<file path="config.mk">
export PLATFORM = sky130hd
export DESIGN_NAME = inst_fetch_queue_flat
export DESIGN_NICKNAME = d
export VERILOG_FILES = /design/src/rtl/fetch_pkg.sv /design/src/rtl/inst_fetch_queue_if.sv /design/src/rtl/ifq_storage.sv /design/src/rtl/inst_fetch_queue.sv /design/src/flat_wrapper.sv
export SDC_FILE = /design/constraint.sdc
export NUM_CORES = 1
export LEC_CHECK = 0
export ABC_CLOCK_PERIOD_IN_PS = 5900
export CORE_MARGIN = 4
export CORE_UTILIZATION = 53
export DETAILED_ROUTE_END_ITERATION = 10
export PLACE_DENSITY = 0.77
export SETUP_SLACK_MARGIN = 0.3
export SYNTH_ARGS = -nofsm -noshare
export SYNTH_HDL_FRONTEND = slang
export SYNTH_SLANG_ARGS = --single-unit
</file>
<file path="constraint.sdc">
create_clock -name clk -period 5.9 [get_ports clk]
set_clock_uncertainty 0.15 [all_clocks]
set_input_delay 1.18 -clock clk [delete_from_list [all_inputs] [get_ports clk]]
set_output_delay 1.18 -clock clk [all_outputs]
set_load 0.02 [all_outputs]
</file>
<file path="src/rtl/fetch_pkg.sv">
// Shared fetch-path types and decode-consume encodings.
// Combinational definitions only; no latency, no backpressure.
// Holds the default entry layout used by the fetch queue storage.
package fetch_pkg;

    localparam int FETCH_WIDTH = 32;

    typedef struct packed {
        logic [FETCH_WIDTH-1:0] pc;
        logic [FETCH_WIDTH-1:0] instr;
    } fetch_entry_t;

    localparam logic [1:0] IFQ_DEQ_NONE = 2'd0;
    localparam logic [1:0] IFQ_DEQ_ONE  = 2'd1;
    localparam logic [1:0] IFQ_DEQ_TWO  = 2'd2;

endpackage

</file>
<file path="src/rtl/inst_fetch_queue_if.sv">
// Fetch/decode-facing bundle of the instruction fetch queue.
// Wires only; no latency. Backpressure is carried on stall.
// master = fetch + decode side, slave = the queue itself.
interface inst_fetch_queue_if #(
    parameter int DEPTH = 8,
    parameter int WIDTH = 32
);
    localparam int CW = $clog2(DEPTH) + 1;

    logic             enq_valid;
    logic [WIDTH-1:0] enq_pc;
    logic [WIDTH-1:0] enq_instr;
    logic             stall;
    logic [1:0]       deq_n;
    logic             valid0;
    logic             valid1;
    logic [WIDTH-1:0] pc0;
    logic [WIDTH-1:0] instr0;
    logic [WIDTH-1:0] pc1;
    logic [WIDTH-1:0] instr1;
    logic [CW-1:0]    count;

    modport master (
        output enq_valid, enq_pc, enq_instr, deq_n,
        input  stall, valid0, valid1, pc0, instr0, pc1, instr1, count
    );

    modport slave (
        input  enq_valid, enq_pc, enq_instr, deq_n,
        output stall, valid0, valid1, pc0, instr0, pc1, instr1, count
    );
endinterface

</file>
<file path="src/rtl/ifq_storage.sv">
// Entry register array: one synchronous write port, two asynchronous read ports.
// Write visible on reads the cycle after the edge; reads are combinational.
// No backpressure; the controller owns pointers and occupancy.
module ifq_storage
    import fetch_pkg::*;
#(
    parameter int  DEPTH   = 8,
    parameter type entry_t = fetch_entry_t,
    localparam int PW      = $clog2(DEPTH)
) (
    input  logic          clk,
    input  logic          wr_en,
    input  logic [PW-1:0] wr_addr,
    input  entry_t        wr_dat,
    input  logic [PW-1:0] rd0_addr,
    input  logic [PW-1:0] rd1_addr,
    output entry_t        rd0_dat,
    output entry_t        rd1_dat
);

    // Data contents are don't-care until written, so the array has no reset.
    entry_t mem_q [DEPTH];

    always_ff @(posedge clk) begin
        if (wr_en) begin
            mem_q[wr_addr] <= wr_dat;
        end
    end

    assign rd0_dat = mem_q[rd0_addr];
    assign rd1_dat = mem_q[rd1_addr];

endmodule

</file>
<file path="src/rtl/inst_fetch_queue.sv">
// Instruction fetch queue: 1 enqueue/cycle from fetch, 0-2 retire/cycle to decode.
// Latency 1 cycle enqueue-to-slot; 0 cycles when IFQ_BYPASS_EN is defined and the queue is empty.
// Backpressure: stall while full, from registered occupancy only; flush clears everything.
module inst_fetch_queue
    import fetch_pkg::*;
#(
    parameter int DEPTH = 8,
    parameter int WIDTH = 32
) (
    input  logic                clk,
    input  logic                reset,
    input  logic                flush,
    inst_fetch_queue_if.slave   ifq
);

    localparam int PW = $clog2(DEPTH);
    localparam int CW = PW + 1;

    typedef struct packed {
        logic [WIDTH-1:0] pc;
        logic [WIDTH-1:0] instr;
    } entry_t;

    logic [PW-1:0] head_q, head_d;
    logic [PW-1:0] tail_q, tail_d;
    logic [CW-1:0] count_q, count_d;

    logic          full;
    logic [1:0]    deq_c;
    logic [CW-1:0] deq_w;
    logic [CW-1:0] deq_eff;
    logic          enq_acc;
    logic          wr_en;
    logic          byp;
    logic          byp_take;
    entry_t        wr_dat;
    entry_t        rd0_dat;
    entry_t        rd1_dat;

    assign full    = (count_q == CW'(DEPTH));
    assign deq_c   = (ifq.deq_n > IFQ_DEQ_TWO) ? IFQ_DEQ_TWO : ifq.deq_n;
    assign deq_w   = CW'(deq_c);
    assign deq_eff = (deq_w < count_q) ? deq_w : count_q;
    assign enq_acc = ifq.enq_valid && !full;

`ifdef IFQ_BYPASS_EN
    assign byp      = ifq.enq_valid && !flush && (count_q == '0);
    assign byp_take = byp && (deq_c != IFQ_DEQ_NONE);
`else
    assign byp      = 1'b0;
    assign byp_take = 1'b0;
`endif

    // An entry consumed straight through the bypass never touches storage.
    assign wr_en  = enq_acc && !byp_take && !flush;
    assign wr_dat = '{pc: ifq.enq_pc, instr: ifq.enq_instr};

    always_comb begin
        head_d  = head_q;
        tail_d  = tail_q;
        count_d = count_q;
        if (flush) begin
            head_d  = '0;
            tail_d  = '0;
            count_d = '0;
        end else begin
            head_d  = head_q + deq_eff[PW-1:0];
            tail_d  = tail_q + PW'(wr_en);
            count_d = count_q + CW'(wr_en) - deq_eff;
        end
    end

    always_ff @(posedge clk or posedge reset) begin
        if (reset) begin
            head_q  <= '0;
            tail_q  <= '0;
            count_q <= '0;
        end else begin
            head_q  <= head_d;
            tail_q  <= tail_d;
            count_q <= count_d;
        end
    end

    ifq_storage #(
        .DEPTH   (DEPTH),
        .entry_t (entry_t)
    ) u_storage (
        .clk      (clk),
        .wr_en    (wr_en),
        .wr_addr  (tail_q),
        .wr_dat   (wr_dat),
        .rd0_addr (head_q),
        .rd1_addr (head_q + PW'(1)),
        .rd0_dat  (rd0_dat),
        .rd1_dat  (rd1_dat)
    );

    assign ifq.stall  = full;
    assign ifq.count  = count_q;
    assign ifq.valid0 = (count_q != '0) || byp;
    assign ifq.valid1 = (count_q >= CW'(2));
    assign ifq.pc0    = byp ? ifq.enq_pc    : rd0_dat.pc;
    assign ifq.instr0 = byp ? ifq.enq_instr : rd0_dat.instr;
    assign ifq.pc1    = rd1_dat.pc;
    assign ifq.instr1 = rd1_dat.instr;

endmodule

</file>
<file path="src/flat_wrapper.sv">
// flat-port wrapper written by rule: the top's interface ports become plain ports
module inst_fetch_queue_flat import fetch_pkg::*;
#(
    parameter int DEPTH = 8,
    parameter int WIDTH = 32
)
  (clk, reset, flush, ifq_enq_valid, ifq_enq_pc, ifq_enq_instr, ifq_deq_n, ifq_stall, ifq_valid0, ifq_valid1, ifq_pc0, ifq_instr0, ifq_pc1, ifq_instr1, ifq_count);
  inst_fetch_queue_if #(.DEPTH(DEPTH), .WIDTH(WIDTH)) ifq_i ();
  input  logic clk;
  input  logic reset;
  input  logic flush;
  input wire logic [$bits(ifq_i.enq_valid)-1:0] ifq_enq_valid;
  input wire logic [$bits(ifq_i.enq_pc)-1:0] ifq_enq_pc;
  input wire logic [$bits(ifq_i.enq_instr)-1:0] ifq_enq_instr;
  input wire logic [$bits(ifq_i.deq_n)-1:0] ifq_deq_n;
  output wire logic [$bits(ifq_i.stall)-1:0] ifq_stall;
  output wire logic [$bits(ifq_i.valid0)-1:0] ifq_valid0;
  output wire logic [$bits(ifq_i.valid1)-1:0] ifq_valid1;
  output wire logic [$bits(ifq_i.pc0)-1:0] ifq_pc0;
  output wire logic [$bits(ifq_i.instr0)-1:0] ifq_instr0;
  output wire logic [$bits(ifq_i.pc1)-1:0] ifq_pc1;
  output wire logic [$bits(ifq_i.instr1)-1:0] ifq_instr1;
  output wire logic [$bits(ifq_i.count)-1:0] ifq_count;
  assign ifq_i.enq_valid = ifq_enq_valid;
  assign ifq_i.enq_pc = ifq_enq_pc;
  assign ifq_i.enq_instr = ifq_enq_instr;
  assign ifq_i.deq_n = ifq_deq_n;
  assign ifq_stall = ifq_i.stall;
  assign ifq_valid0 = ifq_i.valid0;
  assign ifq_valid1 = ifq_i.valid1;
  assign ifq_pc0 = ifq_i.pc0;
  assign ifq_instr0 = ifq_i.instr0;
  assign ifq_pc1 = ifq_i.pc1;
  assign ifq_instr1 = ifq_i.instr1;
  assign ifq_count = ifq_i.count;
  inst_fetch_queue #(.DEPTH(DEPTH), .WIDTH(WIDTH)) u_core (.clk(clk), .reset(reset), .flush(flush), .ifq(ifq_i));
endmodule
</file>
After elaboration in Yosys (flattened, before gate mapping):

Memory sizes are Yosys's and may differ from the RTL's.
Index checks and enable logic that the tools add are counted.

* bits in registers: 10
* RAM bits: 512
* bits of input ports: 70
* output and inout port bits: 135
* word-level logic and storage cells: 25
* memories: 1

* $add $sub $neg: 5
* order comparisons: 3
* eq/ne operators: 1
* muxes and demuxes: 7
* reductions and logical operators: 5

Memories
* u_core.u_storage.mem_q: depth 8, width 64, rd ports 2, clocked after Yosys merged registers in 0, wr ports 1, line ifq_storage.sv:22 `entry_t mem_q [DEPTH];`

Operator list (count)
* $mux W4: 2
* $mux W3: 2
* $add A4 B1 Y4: 1
* $eq A4 B4 Y1 const B: 1
* $ge A4 B2 Y1 const B: 1
* $lt A2 B4 Y1: 1
* $reduce_bool A4 Y1: 1
* $sub A4 B4 Y4: 1
* $add A3 B1 Y3: 1
* $add A3 B1 Y3 const B: 1
* $add A3 B3 Y3: 1
* $gt A2 B2 Y1 const B: 1
* $logic_and A1 B1 Y1: 2
* $logic_not A1 Y1: 2
* $mux W1: 2
* $mux W2: 1

Logic depth before layout (Yosys ltp):

Gate-level depths: netlist of run 1.

* word-level depth: 7
* gate-level depth with buffers: 11
* gate-level depth less buffers: 11

By module:

Synthesis of run 1 repeated with hierarchy kept, for this count alone.

* cells, all modules: 1051
* area, all modules: 23839.1 um^2

By module, submodules not included
* ifq_storage: instances 1, cells each 979, area each 23098.4 um^2, sequential area each 15374.7 um^2
* inst_fetch_queue: instances 1, cells each 72, area each 740.7 um^2, sequential area each 250.2 um^2

Worst setup path before layout of run 1:

No wires, ideal clock.

* path type: input port to flip-flop
* from: input port flush
* to: memory u_core.u_storage.mem_q[0][0] in the netlist's numbering (enable)
* setup time: 0.565 ns
* arrival time: 6.233 ns
* required time: 5.185 ns
* path slack: -1.047 ns
* cell stages on the path: 2
* path buffers: 0
* cell sequence: or4b_2 -> nor3_1

* cells in the longest elaborated chain, start to end: 4

RTL lines
* start, declared: line flat_wrapper.sv:11 `input logic flush;`
* $logic_not A1 Y1: line inst_fetch_queue.sv:55 `assign wr_en = enq_acc && !byp_take && !flush;`
* $logic_and A1 B1 Y1: line inst_fetch_queue.sv:55
* $mux W1: line ifq_storage.sv:25 `if (wr_en) begin`
* $mux W1 (implied by the code): line ifq_storage.sv:26 `mem_q[wr_addr] <= wr_dat;`
* end, declared: line ifq_storage.sv:22

Every way passes these cells.

Final worst setup path of run 1:

* from: register u_core.head_q[1]
* to: output port ifq_instr1[3]

* cells in the longest elaborated chain, start to end: 2

RTL lines
* start, declared: line inst_fetch_queue.sv:24 `logic [PW-1:0] head_q, head_d;`
* start signal, assigned: line inst_fetch_queue.sv:75 `head_q <= '0;`
* start signal, assigned: line inst_fetch_queue.sv:79 `head_q <= head_d;`
* $add A3 B1 Y3: line inst_fetch_queue.sv:94 `.rd1_addr (head_q + PW'(1)),`
* $mem_v2 Z8 W64
* end, declared: line flat_wrapper.sv:22 `output wire logic [$bits(ifq_i.instr1)-1:0] ifq_instr1;`

Every way passes these cells.

==> flow_summary.toml, run 1 <==
[sta]
finalHoldViolCount = 0
fin_crit_sh_pct = 88.7
fin_setup_tns_ps = 0
hold-worst-slack_ps = 512
relSlewSlack_pct = 28.9
worst_pin_slew_ps = 1070
rsz0062_at_grt = "false"
slew_viol_final = 0
setup_viol = 0
layout_min_cycle_time_ps = 5230
max_freq_mhz = 191

[clocking]
clk_pin_slew_ps = 60
cts_root_buffer = "clkbuf_16"
cts_tree = "done"
cts_buffer_depth = 3
cts_hold_buf = 0
clock_sinks = 522
cts_made_buffers = 52
post_cts_buffers = 0
cts_resized = 0
clk_latency_ps = 580
htree_levels = 2

[power_and_ir_drop]
power_w = 0.0146
cellPowerDensity_mw_per_mm2 = 517
leakagePower_nw = 8.72
ir_drop_uv = 517

[critical_path]
crit_fanout = 36
reg2reg_from = "u_core.ifq.count[2]$_DFF_PP0_"
critPathKind = "reg2out"
start_kind = "flop"
worstReg2RegEnd = "u_core.u_storage.mem_q[6][17]$_DFFE_PP_"
cp-end-kind = "output port"
ff2ff_path_depth = 6
crit_required_ps = 4570
arrival_ps = 3900
r2r_slack_ps = 2640

[die]
initial_core_util_pct = 53.6
rows = 77
die_h_microns = 220
dieArea_sq_mm = 0.0483
die-width_microns = 220
ioPinCount = 205
coreArea_sq_mm = 0.0443

[synth]
synth_edf_count = 512
synthCells = 1049
synth_simple_gate_area_share_pct = 0.768
synth.cell_area_sq_mm = 0.0238
synth_top_area_cell = "edfxtp_1"
synth_top_family_by_area = "multiplexers"
ys_types = 28
syn-num-nets = 1134
synth_fa_ha_area_share_pct = 0.853
synth.top_cell.area_share_pct = 64.7
synth.area.mux_share_pct = 30.5
ys_seq_area_share_pct = 65.7
synthArstFlopShare_pct = 1.92
synth_common_cells = "edfxtp_1 (512), mux4_2 (256), mux2_2 (130)"
synth-compound-area-share_pct = 0.179
syn_avg_cell_area_sq_um = 22.7
synth.most_common_cell = "edfxtp_1"
ys_warn_count = 0
synth-seq-cells = 522
ys_top_cells_by_area = "edfxtp_1 (65%), mux4_2 (24%), mux2_2 (6.2%), dfrtp_1 (1.1%), buf_2 (0.78%)"
yosys_most_used_dff = "edfxtp_1"
synth_xor_area_share_pct = 0.184

[routing]
drt-initial-drc-count = 903
drt_first_pass_iters = 5
vias_per_cell = 6.32
antenna_left = 0
drt-total-wl_microns = 52100
vias = 12000
drc = 0
wire_per_inst_microns = 27.4

[layout]
area_delta_synth_final_pct = 19.0
fillers = 2941
fin_nets = 1353
n_antenna_cell = 0
drive_gt1_share_pct = 38.7

[global_routing]
grt_max_degree = 139
antenna_found_initial = 3
grt_pass1_vias = 13000
grt_first_pass_wirelength_microns = 78700
grt_overflow_total = 0
track_usage_pct = 21.9

[place]
portBuffers = 204
hpwl_microns = 30100
gp_congestion = 0.770

[hold_path]
whs_path_depth = 2
hp-start = "u_core.tail_q[0]$_DFF_PP0_"
hp-class = "reg2reg"
whs_endpoint = "u_core.tail_q[0]$_DFF_PP0_"

[flow_run]
cap_violations = 0

[run_status]
outcome = "completed"
==> metrics by stage <==
step,std cells,setup slack [ps],utilization (%),cell area [sq um]
global route,1898,454,63.8,28300
global placement,1806,1200,60.0,26600
CTS,1898,552,63.8,28300
floorplan,1049,683,-,23800
finish,1898,667,63.8,28300
detailed placement,1806,1190,60.0,26600
==> power by group <==
group	leakage [nW]	switching (W)	total, W	internal, W
logic	3.15	0.00325	0.00702	0.00377
registers	4.75	0.000157	0.00434	0.00418
clock network	0.822	0.00132	0.00326	0.00194
total	8.72	0.00473	0.0146	0.00989
==> layout make-up <==
cell class                 instances  area, sq um  share of cell area [%]
sequential                       522        15600                    55.3
clock buffer                      62         1360                    4.81
tap                              592          741                    2.62
timing repair buffer             236         2390                    8.47
clock inverter                    30          318                    1.12
multi-input combinational        448         7810                    27.6
inverter                           8         30.0                   0.106
==> layer usage <==
layer,vias to the layer above,part of all wire (%),global-route usage [%]
met4,6,2.8,7.49
met5,-,0.10,0
met1,6446,39,29.4
li1,5031,-,-
met3,85,6.2,3.76
met2,436,52,37.0
==> worst max-delay path: stages, from the launching register on <==
cell	delay (ps)
dfrtp_4	680
ha_4	880
buf_12	310
mux4_2	520
mux2_2	280
clkdlybuf4s50_1	610
==> worst max-delay path by stage <==
| stage | endpoint | slack [ps] | startpoint |
|---|---|---|---|
| after floorplan | u_core.u_storage.mem_q[2][0]$_DFFE_PP_ | 680 | flush |
| after global placement | ifq_instr1[0] | 1200 | u_core.head_q[1]$_DFF_PP0_ |
| after detailed placement | ifq_instr1[0] | 1190 | u_core.head_q[1]$_DFF_PP0_ |
| after CTS | ifq_instr1[0] | 550 | u_core.head_q[1]$_DFF_PP0_ |
| after global routing | ifq_instr1[3] | 450 | u_core.head_q[1]$_DFF_PP0_ |
| final | ifq_instr1[3] | 670 | u_core.head_q[1]$_DFF_PP0_ |
==> placed cells by master, fill, tap and decap left out, types with 2 or more instances in the layout <==
| cell | n |
|---|---|
| a21o_1 | 2 |
| buf_12 | 9 |
| buf_4 | 23 |
| bufinv_16 | 7 |
| clkbuf_1 | 9 |
| clkbuf_16 | 53 |
| clkdlybuf4s50_1 | 204 |
| clkinv_1 | 10 |
| clkinv_2 | 11 |
| clkinvlp_4 | 2 |
| dfrtp_1 | 7 |
| dfrtp_4 | 3 |
| edfxtp_1 | 512 |
| fa_1 | 2 |
| ha_1 | 12 |
| inv_1 | 8 |
| mux2_2 | 130 |
| mux4_2 | 256 |
| nand2_1 | 5 |
| nand2b_1 | 3 |
| nor2_1 | 4 |
| nor2_4 | 6 |
| nor2b_1 | 9 |
| nor3_4 | 2 |
| nor3b_1 | 2 |
| o21ai_0 | 3 |
| xnor2_1 | 3 |
==> cell families (layout without fill, tap and decap cells) <==
kind of cell,count (synthesis),in the layout
compound gates,7,7
fa+ha+maj,15,15
buf+inv,79,336
flops,522,522
simple gates,34,34
mux,387,387
xor+xnor,5,5
==> sequential cells by signal, indices dropped and copies added, names as in the netlist <==
name,count
u_core.u_storage.mem_q,512
u_core.ifq.count,4
u_core.head_q,3
u_core.tail_q,3
Power figures use the tool's default switching activity.
==> inputs of run 2 (changes only) <==
- GPL_TIMING_DRIVEN: default -> 0
==> run 2 against run 1 <==
  * Routed wire length grew 10%
  * Cell count grew 3.7%
  * Non-clock buffer count grew 65
  * Via count grew 5.7%
  * Setup slack lost 120 ps
  * Clock power grew 1%
  * Total power grew 2.4%
  * Sequential share of layout area shrank 1.3 points
  * First-iteration DRC count grew 47%
  * Critical path type unchanged
  * Critical endpoint is now ifq_instr1[6]
  * Largest power group unchanged
  * Highest routed layer unchanged
==> flow_summary.toml, run 2 (synthesis results as in run 1) <==
[hold_path]
hp-class = "reg2reg"

[layout]
stdcell_area_sq_mm = 0.0289
area_delta_synth_final_pct = 21.8
largest_reg_flops = 512
final_util_pct = 65.3
drive_gt1_share_pct = 40.1
fillers = 2867
final_common_cell = "edfxtp_1"
fin_nets = 1418
regMostFlops = "u_core.u_storage.mem_q"
stdcell_count = 1968
final_cell_mix = "edfxtp_1 (512), mux4_2 (256), clkdlybuf4s50_1 (204), mux2_2 (130), clkbuf_16 (53)"
multi_input_area_sq_mm = 0.00779
final-seq-area_sq_mm = 0.0156

[clocking]
cts_tree = "done"
clk_pin_slew_ps = 60
cts_hold_buf = 0
cts_resized = 0
cts_root_buffer = "clkbuf_16"
cts_buffer_depth = 3
clock_sinks = 522
clk_latency_ps = 600
htree_levels = 2
cts_made_buffers = 52
post_cts_buffers = 0

[sta]
rsz0062_at_grt = "false"
slew_viol_final = 0
setup_viol = 0
hold-worst-slack_ps = 497
fin_crit_sh_pct = 90.8
worst_pin_slew_ps = 949
finalHoldViolCount = 0
max_freq_mhz = 187
relSlewSlack_pct = 36.6
layout_min_cycle_time_ps = 5360

[routing]
drt-initial-drc-count = 1330
drc = 0
vias = 12700
vias_per_cell = 6.45
drt-total-wl_microns = 57400
antenna_left = 0
drt_first_pass_iters = 5
wire_per_inst_microns = 29.2

[critical_path]
critPathKind = "reg2out"
crit_chain = "ha_1, clkbuf_1, buf_2, mux4_2, mux2_2, clkdlybuf4s50_1"
start_kind = "flop"
crit_required_ps = 4570
cp-end-kind = "output port"
arrival_ps = 4030
crit_fanout = 10
max_stage_delay_ps = 640
crit_slowest_cell = "clkdlybuf4s50_1"

[global_routing]
grt_max_degree = 25
grt_pass1_vias = 13500
track_usage_pct = 24.2
grt_first_pass_wirelength_microns = 85200
grt_overflow_total = 0
antenna_found_initial = 6

[die]
dieArea_sq_mm = 0.0483
ioPinCount = 205
die_h_microns = 220
coreArea_sq_mm = 0.0443
rows = 77
initial_core_util_pct = 53.6
die-width_microns = 220

[power_and_ir_drop]
leakagePower_nw = 9.08
ir_drop_uv = 392
power_w = 0.0150
cellPowerDensity_mw_per_mm2 = 517

[flow_run]
cap_violations = 0

[place]
hpwl_microns = 37900
place_area_sq_mm = 0.0272
portBuffers = 204
dp_cells = 1871
gp_congestion = 0.759

[run_status]
outcome = "completed"
-- run 2: through the flow --
step	setup slack (ps)	setup TNS (ps)
detailed placement	1200	0
CTS	516	0
global placement	-2920	-1303430
floorplan	683	0
finish	544	0
global route	377	0
-- run 2: critical path: cells and delay by family, from the launching register on --
kind	cells	cell delay, ps
flops	1	450
buf+inv	3	1790
mux	2	840
fa+ha+maj	1	330
-- run 2: per-layer routing --
layer	up-vias	global-route usage, %	share of wire (%)
met5	-	0	0.059
met4	6	7.05	2.5
met3	96	4.92	8.1
met2	651	40.4	51
met1	6765	32.8	38
li1	5176	-	-
-- run 2: path summary, 6_finish.rpt --
check / slack, ps / from / endpoint / cells after the start
hold / removal: 500 / u_core.tail_q[0]$_DFF_PP0_ / u_core.tail_q[0]$_DFF_PP0_ / 2
setup reg to reg: 2500 / u_core.ifq.count[2]$_DFF_PP0_ / u_core.u_storage.mem_q[0][48]$_DFFE_PP_ / 8
max in group asynchronous: 4580 / reset / u_core.tail_q[2]$_DFF_PP0_ / 2
setup / recovery: 540 / u_core.head_q[1]$_DFF_PP0_ / ifq_instr1[6] / 6
min in group asynchronous: 730 / reset / u_core.ifq.count[1]$_DFF_PP0_ / 2
hold reg to reg: 500 / u_core.tail_q[0]$_DFF_PP0_ / u_core.tail_q[0]$_DFF_PP0_ / 2
-- run 2: report_power, final --
| group | switching, W | internal (W) |
|---|---|---|
| Combinational | 0.00363 | 0.00381 |
| Clock | 0.00135 | 0.00194 |
| Sequential | 0.0000598 | 0.00418 |
| Total | 0.00504 | 0.00993 |
-- run 2: final cells by class --
cell class	instances	area share, %
flip-flops and latches	522	54.0
repair buffers	230	9.13
clock inverters	36	1.25
plain buffers	71	1.40
diodes	3	0.0259
clock buffers	58	4.65
well taps	592	2.56
multi-input cells	448	26.9
inverters	8	0.104
